`src/rtl/prom_sweep_pkg.sv`:
```
// Shared types and constants for the PROM sweep controller and its capture bank.
package prom_sweep_pkg;

  typedef enum logic [1:0] {
    IDLE = 2'd0,
    RUN  = 2'd1,
    FIN  = 2'd2
  } state_t;

  localparam int DWELL_W = 8;

  function automatic int num_addr(input int aw);
    return 1 << aw;
  endfunction

endpackage

```
`src/rtl/prom_sweep_ctrl_if.sv`:
```
// PROM drive/sense bus: the controller (master) drives enable and address, the PROM (slave) returns its function outputs.
interface prom_sweep_ctrl_if #(
  parameter int AW = 2,
  parameter int FW = 2
);
  logic          prom_en;
  logic [AW-1:0] prom_addr;
  logic [FW-1:0] prom_f;

  modport master (output prom_en, output prom_addr, input prom_f);
  modport slave  (input prom_en, input prom_addr, output prom_f);
endinterface

```
`src/rtl/prom_sweep_capture.sv`:
```
// Truth-table register bank: one FW-bit slot per PROM address, written at the selected slot when i_we is high.
// Latency: slot visible on o_table the cycle after the write; no backpressure, i_clr has priority over i_we.
module prom_sweep_capture
  import prom_sweep_pkg::*;
#(
  parameter int AW = 2,
  parameter int FW = 2
) (
  input  logic                       i_clk,
  input  logic                       i_clr,
  input  logic                       i_we,
  input  logic [AW-1:0]              i_slot,
  input  logic [FW-1:0]              i_dat,
  output logic [num_addr(AW)*FW-1:0] o_table
);
  localparam int N = num_addr(AW);

  for (genvar k = 0; k < N; k++) begin : g_slot
    logic [FW-1:0] r_dat;

    always_ff @(posedge i_clk) begin
      if (i_clr) begin
        r_dat <= '0;
      end else if (i_we && (i_slot == AW'(k))) begin
        r_dat <= i_dat;
      end
    end

    assign o_table[k*FW +: FW] = r_dat;
  end

endmodule

```
`src/rtl/prom_sweep_ctrl.sv`:
```
// Steps the PROM through all N addresses (each held DWELL cycles) and assembles the sampled truth table; PROM_SWEEP_CHECK_EN adds a golden-table mismatch flag.
// Latency: done pulses N*DWELL+1 cycles after an accepted start; no backpressure, start is ignored (not queued) outside IDLE.
module prom_sweep_ctrl
  import prom_sweep_pkg::*;
#(
  parameter int AW    = 2,
  parameter int FW    = 2,
  parameter int DWELL = 2
`ifdef PROM_SWEEP_CHECK_EN
  ,
  parameter logic [num_addr(AW)*FW-1:0] EXPECTED = '0
`endif
) (
  input  logic                       i_clk,
  input  logic                       i_rst,
  input  logic                       i_start,
  prom_sweep_ctrl_if.master          io_prom,
  output logic                       o_busy,
  output logic                       o_done,
  output logic [num_addr(AW)*FW-1:0] o_table_out,
  output logic                       o_table_valid
`ifdef PROM_SWEEP_CHECK_EN
  ,
  output logic                       o_mismatch
`endif
);
  localparam int                 N          = num_addr(AW);
  localparam logic [DWELL_W-1:0] DWELL_LAST = DWELL_W'(DWELL - 1);
  localparam logic [AW-1:0]      ADDR_LAST  = AW'(N - 1);

  state_t             r_state, w_state_nxt;
  logic [AW-1:0]      r_addr, w_addr_nxt;
  logic [DWELL_W-1:0] r_dwell, w_dwell_nxt;
  logic               r_table_valid, w_table_valid_nxt;
  logic               w_capture;
  logic               w_prom_en;
  logic               w_busy;
  logic               w_done;

  always_ff @(posedge i_clk) begin
    if (i_rst) begin
      r_state       <= IDLE;
      r_addr        <= '0;
      r_dwell       <= '0;
      r_table_valid <= 1'b0;
    end else begin
      r_state       <= w_state_nxt;
      r_addr        <= w_addr_nxt;
      r_dwell       <= w_dwell_nxt;
      r_table_valid <= w_table_valid_nxt;
    end
  end

  always_comb begin
    w_state_nxt       = r_state;
    w_addr_nxt        = r_addr;
    w_dwell_nxt       = r_dwell;
    w_table_valid_nxt = r_table_valid;
    w_capture         = 1'b0;
    w_prom_en         = 1'b0;
    w_busy            = 1'b0;
    w_done            = 1'b0;

    case (r_state)
      IDLE: begin
        w_addr_nxt  = '0;
        w_dwell_nxt = '0;
        if (i_start) begin
          w_state_nxt       = RUN;
          w_table_valid_nxt = 1'b0;
        end
      end
      RUN: begin
        w_prom_en = 1'b1;
        w_busy    = 1'b1;
        // Sample only once the address has been stable for the full dwell.
        if (r_dwell == DWELL_LAST) begin
          w_capture   = 1'b1;
          w_dwell_nxt = '0;
          if (r_addr == ADDR_LAST) begin
            w_state_nxt       = FIN;
            w_table_valid_nxt = 1'b1;
          end else begin
            w_addr_nxt = r_addr + AW'(1);
          end
        end else begin
          w_dwell_nxt = r_dwell + DWELL_W'(1);
        end
      end
      FIN: begin
        w_done      = 1'b1;
        w_addr_nxt  = '0;
        w_state_nxt = IDLE;
      end
      default: begin
        w_state_nxt = IDLE;
      end
    endcase
  end

  prom_sweep_capture #(
    .AW (AW),
    .FW (FW)
  ) u_capture (
    .i_clk   (i_clk),
    .i_clr   (i_rst),
    .i_we    (w_capture),
    .i_slot  (r_addr),
    .i_dat   (io_prom.prom_f),
    .o_table (o_table_out)
  );

`ifdef PROM_SWEEP_CHECK_EN
  logic r_mismatch;

  // The table is complete during FIN, so the compare is latched on the way out.
  always_ff @(posedge i_clk) begin
    if (i_rst) begin
      r_mismatch <= 1'b0;
    end else if (r_state == IDLE && i_start) begin
      r_mismatch <= 1'b0;
    end else if (r_state == FIN) begin
      r_mismatch <= (o_table_out != EXPECTED);
    end
  end

  assign o_mismatch = r_mismatch;
`endif

  assign io_prom.prom_en   = w_prom_en;
  assign io_prom.prom_addr = r_addr;
  assign o_busy            = w_busy;
  assign o_done            = w_done;
  assign o_table_valid     = r_table_valid;

endmodule
```
`src/flat_wrapper.sv`:
```
// flat-port wrapper written by rule: the top's interface ports become plain ports
module prom_sweep_ctrl_flat import prom_sweep_pkg::*;
#(
  parameter int AW    = 2,
  parameter int FW    = 2,
  parameter int DWELL = 2

)
  (i_clk, i_rst, i_start, o_busy, o_done, o_table_out, o_table_valid, io_prom_prom_en, io_prom_prom_addr, io_prom_prom_f);
  prom_sweep_ctrl_if #(.AW(AW), .FW(FW)) io_prom_i ();
  input  logic i_clk;
  input  logic i_rst;
  input  logic i_start;
  output logic o_busy;
  output logic o_done;
  output logic [num_addr(AW)*FW-1:0] o_table_out;
  output logic o_table_valid;
  output wire logic [$bits(io_prom_i.prom_en)-1:0] io_prom_prom_en;
  output wire logic [$bits(io_prom_i.prom_addr)-1:0] io_prom_prom_addr;
  input wire logic [$bits(io_prom_i.prom_f)-1:0] io_prom_prom_f;
  assign io_prom_prom_en = io_prom_i.prom_en;
  assign io_prom_prom_addr = io_prom_i.prom_addr;
  assign io_prom_i.prom_f = io_prom_prom_f;
  prom_sweep_ctrl #(.AW(AW), .FW(FW), .DWELL(DWELL)) u_core (.i_clk(i_clk), .i_rst(i_rst), .i_start(i_start), .io_prom(io_prom_i), .o_busy(o_busy), .o_done(o_done), .o_table_out(o_table_out), .o_table_valid(o_table_valid));
endmodule
```
`config.mk`:
```
export PLATFORM = sky130hd
export DESIGN_NAME = prom_sweep_ctrl_flat
export DESIGN_NICKNAME = d
export VERILOG_FILES = /design/src/rtl/prom_sweep_pkg.sv /design/src/rtl/prom_sweep_ctrl_if.sv /design/src/rtl/prom_sweep_capture.sv /design/src/rtl/prom_sweep_ctrl.sv /design/src/flat_wrapper.sv
export SDC_FILE = /design/constraint.sdc
export NUM_CORES = 1
export LEC_CHECK = 0
export CAP_MARGIN = 10
export CELL_PAD_IN_SITES_DETAIL_PLACEMENT = 0
export CELL_PAD_IN_SITES_GLOBAL_PLACEMENT = 1
export CORE_MARGIN = 2
export CORE_UTILIZATION = 30
export DETAILED_ROUTE_END_ITERATION = 10
export PLACE_DENSITY_LB_ADDON = 0.2
export SLEW_MARGIN = 0
export SYNTH_ARGS = -nofsm -noshare
export SYNTH_HDL_FRONTEND = slang
export SYNTH_SLANG_ARGS = --single-unit
```
`constraint.sdc`:
```
create_clock -name i_clk -period 2.2 [get_ports i_clk]
set_clock_uncertainty 0.15 [all_clocks]
set_input_delay 0.66 -clock i_clk [delete_from_list [all_inputs] [get_ports i_clk]]
set_output_delay 0.66 -clock i_clk [all_outputs]
set_load 0.005 [all_outputs]
```
==> flow_summary.ini <==
[yosys]
syn_nets = 122
avgSynthCellArea_um2 = 9.51
synth_edf_count = 0
synthArstFlopShare_pct = 0
yosysWarningCount = 0
synthCells = 111
ys.flop_type = dfxtp_1
seq_area_frac_synth_pct = 39.8
yosysUniqueCellTypes = 33
ys_ff_latch = 21
syn_area_um2 = 1060

[placement]
place.detailed.hpwl_um = 1670
dpl_cell_area_um2 = 1300
port_buffers = 18
pre_cts_ws_ps = 108
place_congestion = 0.710

[layout]
final_core_util_pct = 39.9
stdcell_area_um2 = 1340
fillerInstances = 373
layout_commonest_cell = dfxtp_1
nets = 147
n_antenna_cell = 0
drive_gt1_share_pct = 16.3
layout_common_cells = dfxtp_1, nor2_1, clkdlybuf4s50_1
area_growth_pct = 27.1

[hold_path]
hold_class = reg2reg

[detailed_routing]
wl_um = 2240
first_pass_iters = 5
routedWlPerCell_um = 12.3
viasPerCell = 4.78
drcViolationCount = 0
postRouteAntennaNets = 0
drt_iter0_drc = 27
vias = 865

[worst_setup_path]
criticalPathCategory = reg2out
crit_path_start_kind = flip-flop
max_stage_delay_ps = 500
critPathBufInv = 1
cp_cell_sequence = nor2b_1, clkdlybuf4s50_1
crit_family = buffers and inverters
cp.arrival_ps = 1290
critPathSlowestCell = clkdlybuf4s50_1
end_kind = output pin
required_ps = 1390
r2r_slack_ps = 380
cp_max_fo = 4

[power_and_ir_drop]
p_int_uw = 490
seqPwrFrac_pct = 60.2
p_comb_share_pct = 11.0
p_sw_uw = 162
p_total_uw = 652
ir_drop_v = 0.000170
p_leak_uw = 0.000544
p_per_area_nw_per_um2 = 486
clock_power_share_pct = 28.8
p_sw_share_pct = 24.8

[floorplan]
die_x_um = 63.3
io_pins = 19
rows = 21
coreArea_um2 = 3360
start_util_pct = 31.4
die_h_um = 63.3
dieArea_um2 = 4010

[clock_tree]
clock_path_buffers = 2
numCtsBuffers = 3
clkTransAtPathRegs_ps = 120
htree_levels = 1
clock-sinks = 21
cts_tree = yes
cts_root_buf = clkbuf_4
clkLatencyLatePin_ps = 300

[sta]
tns_ps = 0
fmax_ghz = 0.476
finalMaxSlewViolations = 0
hold_viol = 0
setup_slack_ps = 97.5
finalCriticalPeriod_ps = 2100
setup_viol = 0
relSlewSlack_pct = 78.5
period_share_pct = 95.6
rsz0062_at_grt = no
worst_slew_pin_slew_ps = 323

[grt]
first_global_vias = 844
overflow = 0
grt_max_degree = 12
antenna_found_initial = 0
grt_pass1_wl_um = 3950
grtUsageTotal_pct = 12.4

[flow_run]
cap_viol_max_count = 0

[run_status]
outcome = finished, final reports clean
power groups by stage:
stage                     clock [µW]  combinational [µW]  sequential (µW)
after floorplan                    0                45.0              400
after global placement             0                73.0              402
after detailed placement           0                74.2              402
after CTS                        196                73.1              392
after global routing             211                81.1              394
final                            188                71.8              392
logic make-up after synthesis:
family                     count (synthesis)  synth area share (%)
AOI/OAI and AO/OA                         18                  12.7
xor gates and xnor gates                   3                  2.49
adders and majority gates                  6                  7.11
buffers and inverters                     14                  6.99
DFF                                       21                  39.8
muxes                                      9                  8.53
and+or+nand+nor                           40                  22.4
tightest hold or removal path: stages, from the launching register on:
cell      delay (ps)
dfxtp_1          330
inv_1             60
a221oi_2          50
routing by layer:
| metal | global-route usage [%] | up-vias | share of wire (%) |
|---|---|---|---|
| met5 | 0 | - | 0 |
| met4 | 5.71 | 0 | 1.3 |
| met3 | 2.50 | 2 | 3.9 |
| met2 | 19.5 | 19 | 46 |
| met1 | 16.3 | 408 | 49 |
| li1 | - | 436 | - |
timing repair:
action                                  in CTS  in global routing
endpoints found under the setup margin       3                  0
setup buffers                                2                  0
resized for setup                            6                  0
endpoints found under the hold margin        0                  0
hold buffers                                 0                  0
state kept, by name, indices dropped and copies added, names as in the netlist:
name                           count
u_core.io_prom.prom_addr           2
u_core.o_table_valid               1
u_core.r_dwell                     8
u_core.r_state                     2
u_core.u_capture.g_slot.r_dat      8
path summary, 6_finish.rpt:
path                              from                   end  cells past startpoint
hold reg to reg   u_core.o_table_valid  u_core.o_table_valid                      2
hold / removal    u_core.o_table_valid  u_core.o_table_valid                      2
setup / recovery     u_core.r_state[1]                o_done                      2
setup reg to reg     u_core.r_dwell[0]     u_core.r_dwell[7]                      7
stage by stage:
stage | hold slack [ps] | cells
final | 318 | 181
after CTS | 318 | 181
after global routing | 353 | 181
after detailed placement | 299 | 175
after floorplan | 308 | 111
after global placement | 299 | 175
synth_stat cells, types with 2 or more instances:
cell,instances,share of area [%]
a211oi_1,2,1.4
a21oi_1,4,1.9
a31oi_1,4,2.4
buf_6,2,2.1
dfxtp_1,21,40
ha_1,6,7.1
inv_1,7,2.5
mux2i_1,9,8.5
nand2_1,4,1.4
nand2b_1,3,1.8
nand3_1,3,1.4
nand4_1,6,3.6
nor2_1,16,5.7
nor3_1,2,0.95
o22ai_1,2,1.2
xnor2_1,3,2.5
layout make-up:
| cell class | instances | area (µm²) | area share [%] |
|---|---|---|---|
| Clock buffer | 4 | 26.3 | 1.96 |
| Inverter | 7 | 26.3 | 1.96 |
| Multi-Input combinational cell | 76 | 562 | 41.8 |
| Sequential cell | 21 | 425 | 31.7 |
| Tap cell | 46 | 57.6 | 4.29 |
| Timing Repair Buffer | 27 | 245 | 18.3 |
No activity file was read; power rests on OpenSTA's default activity.
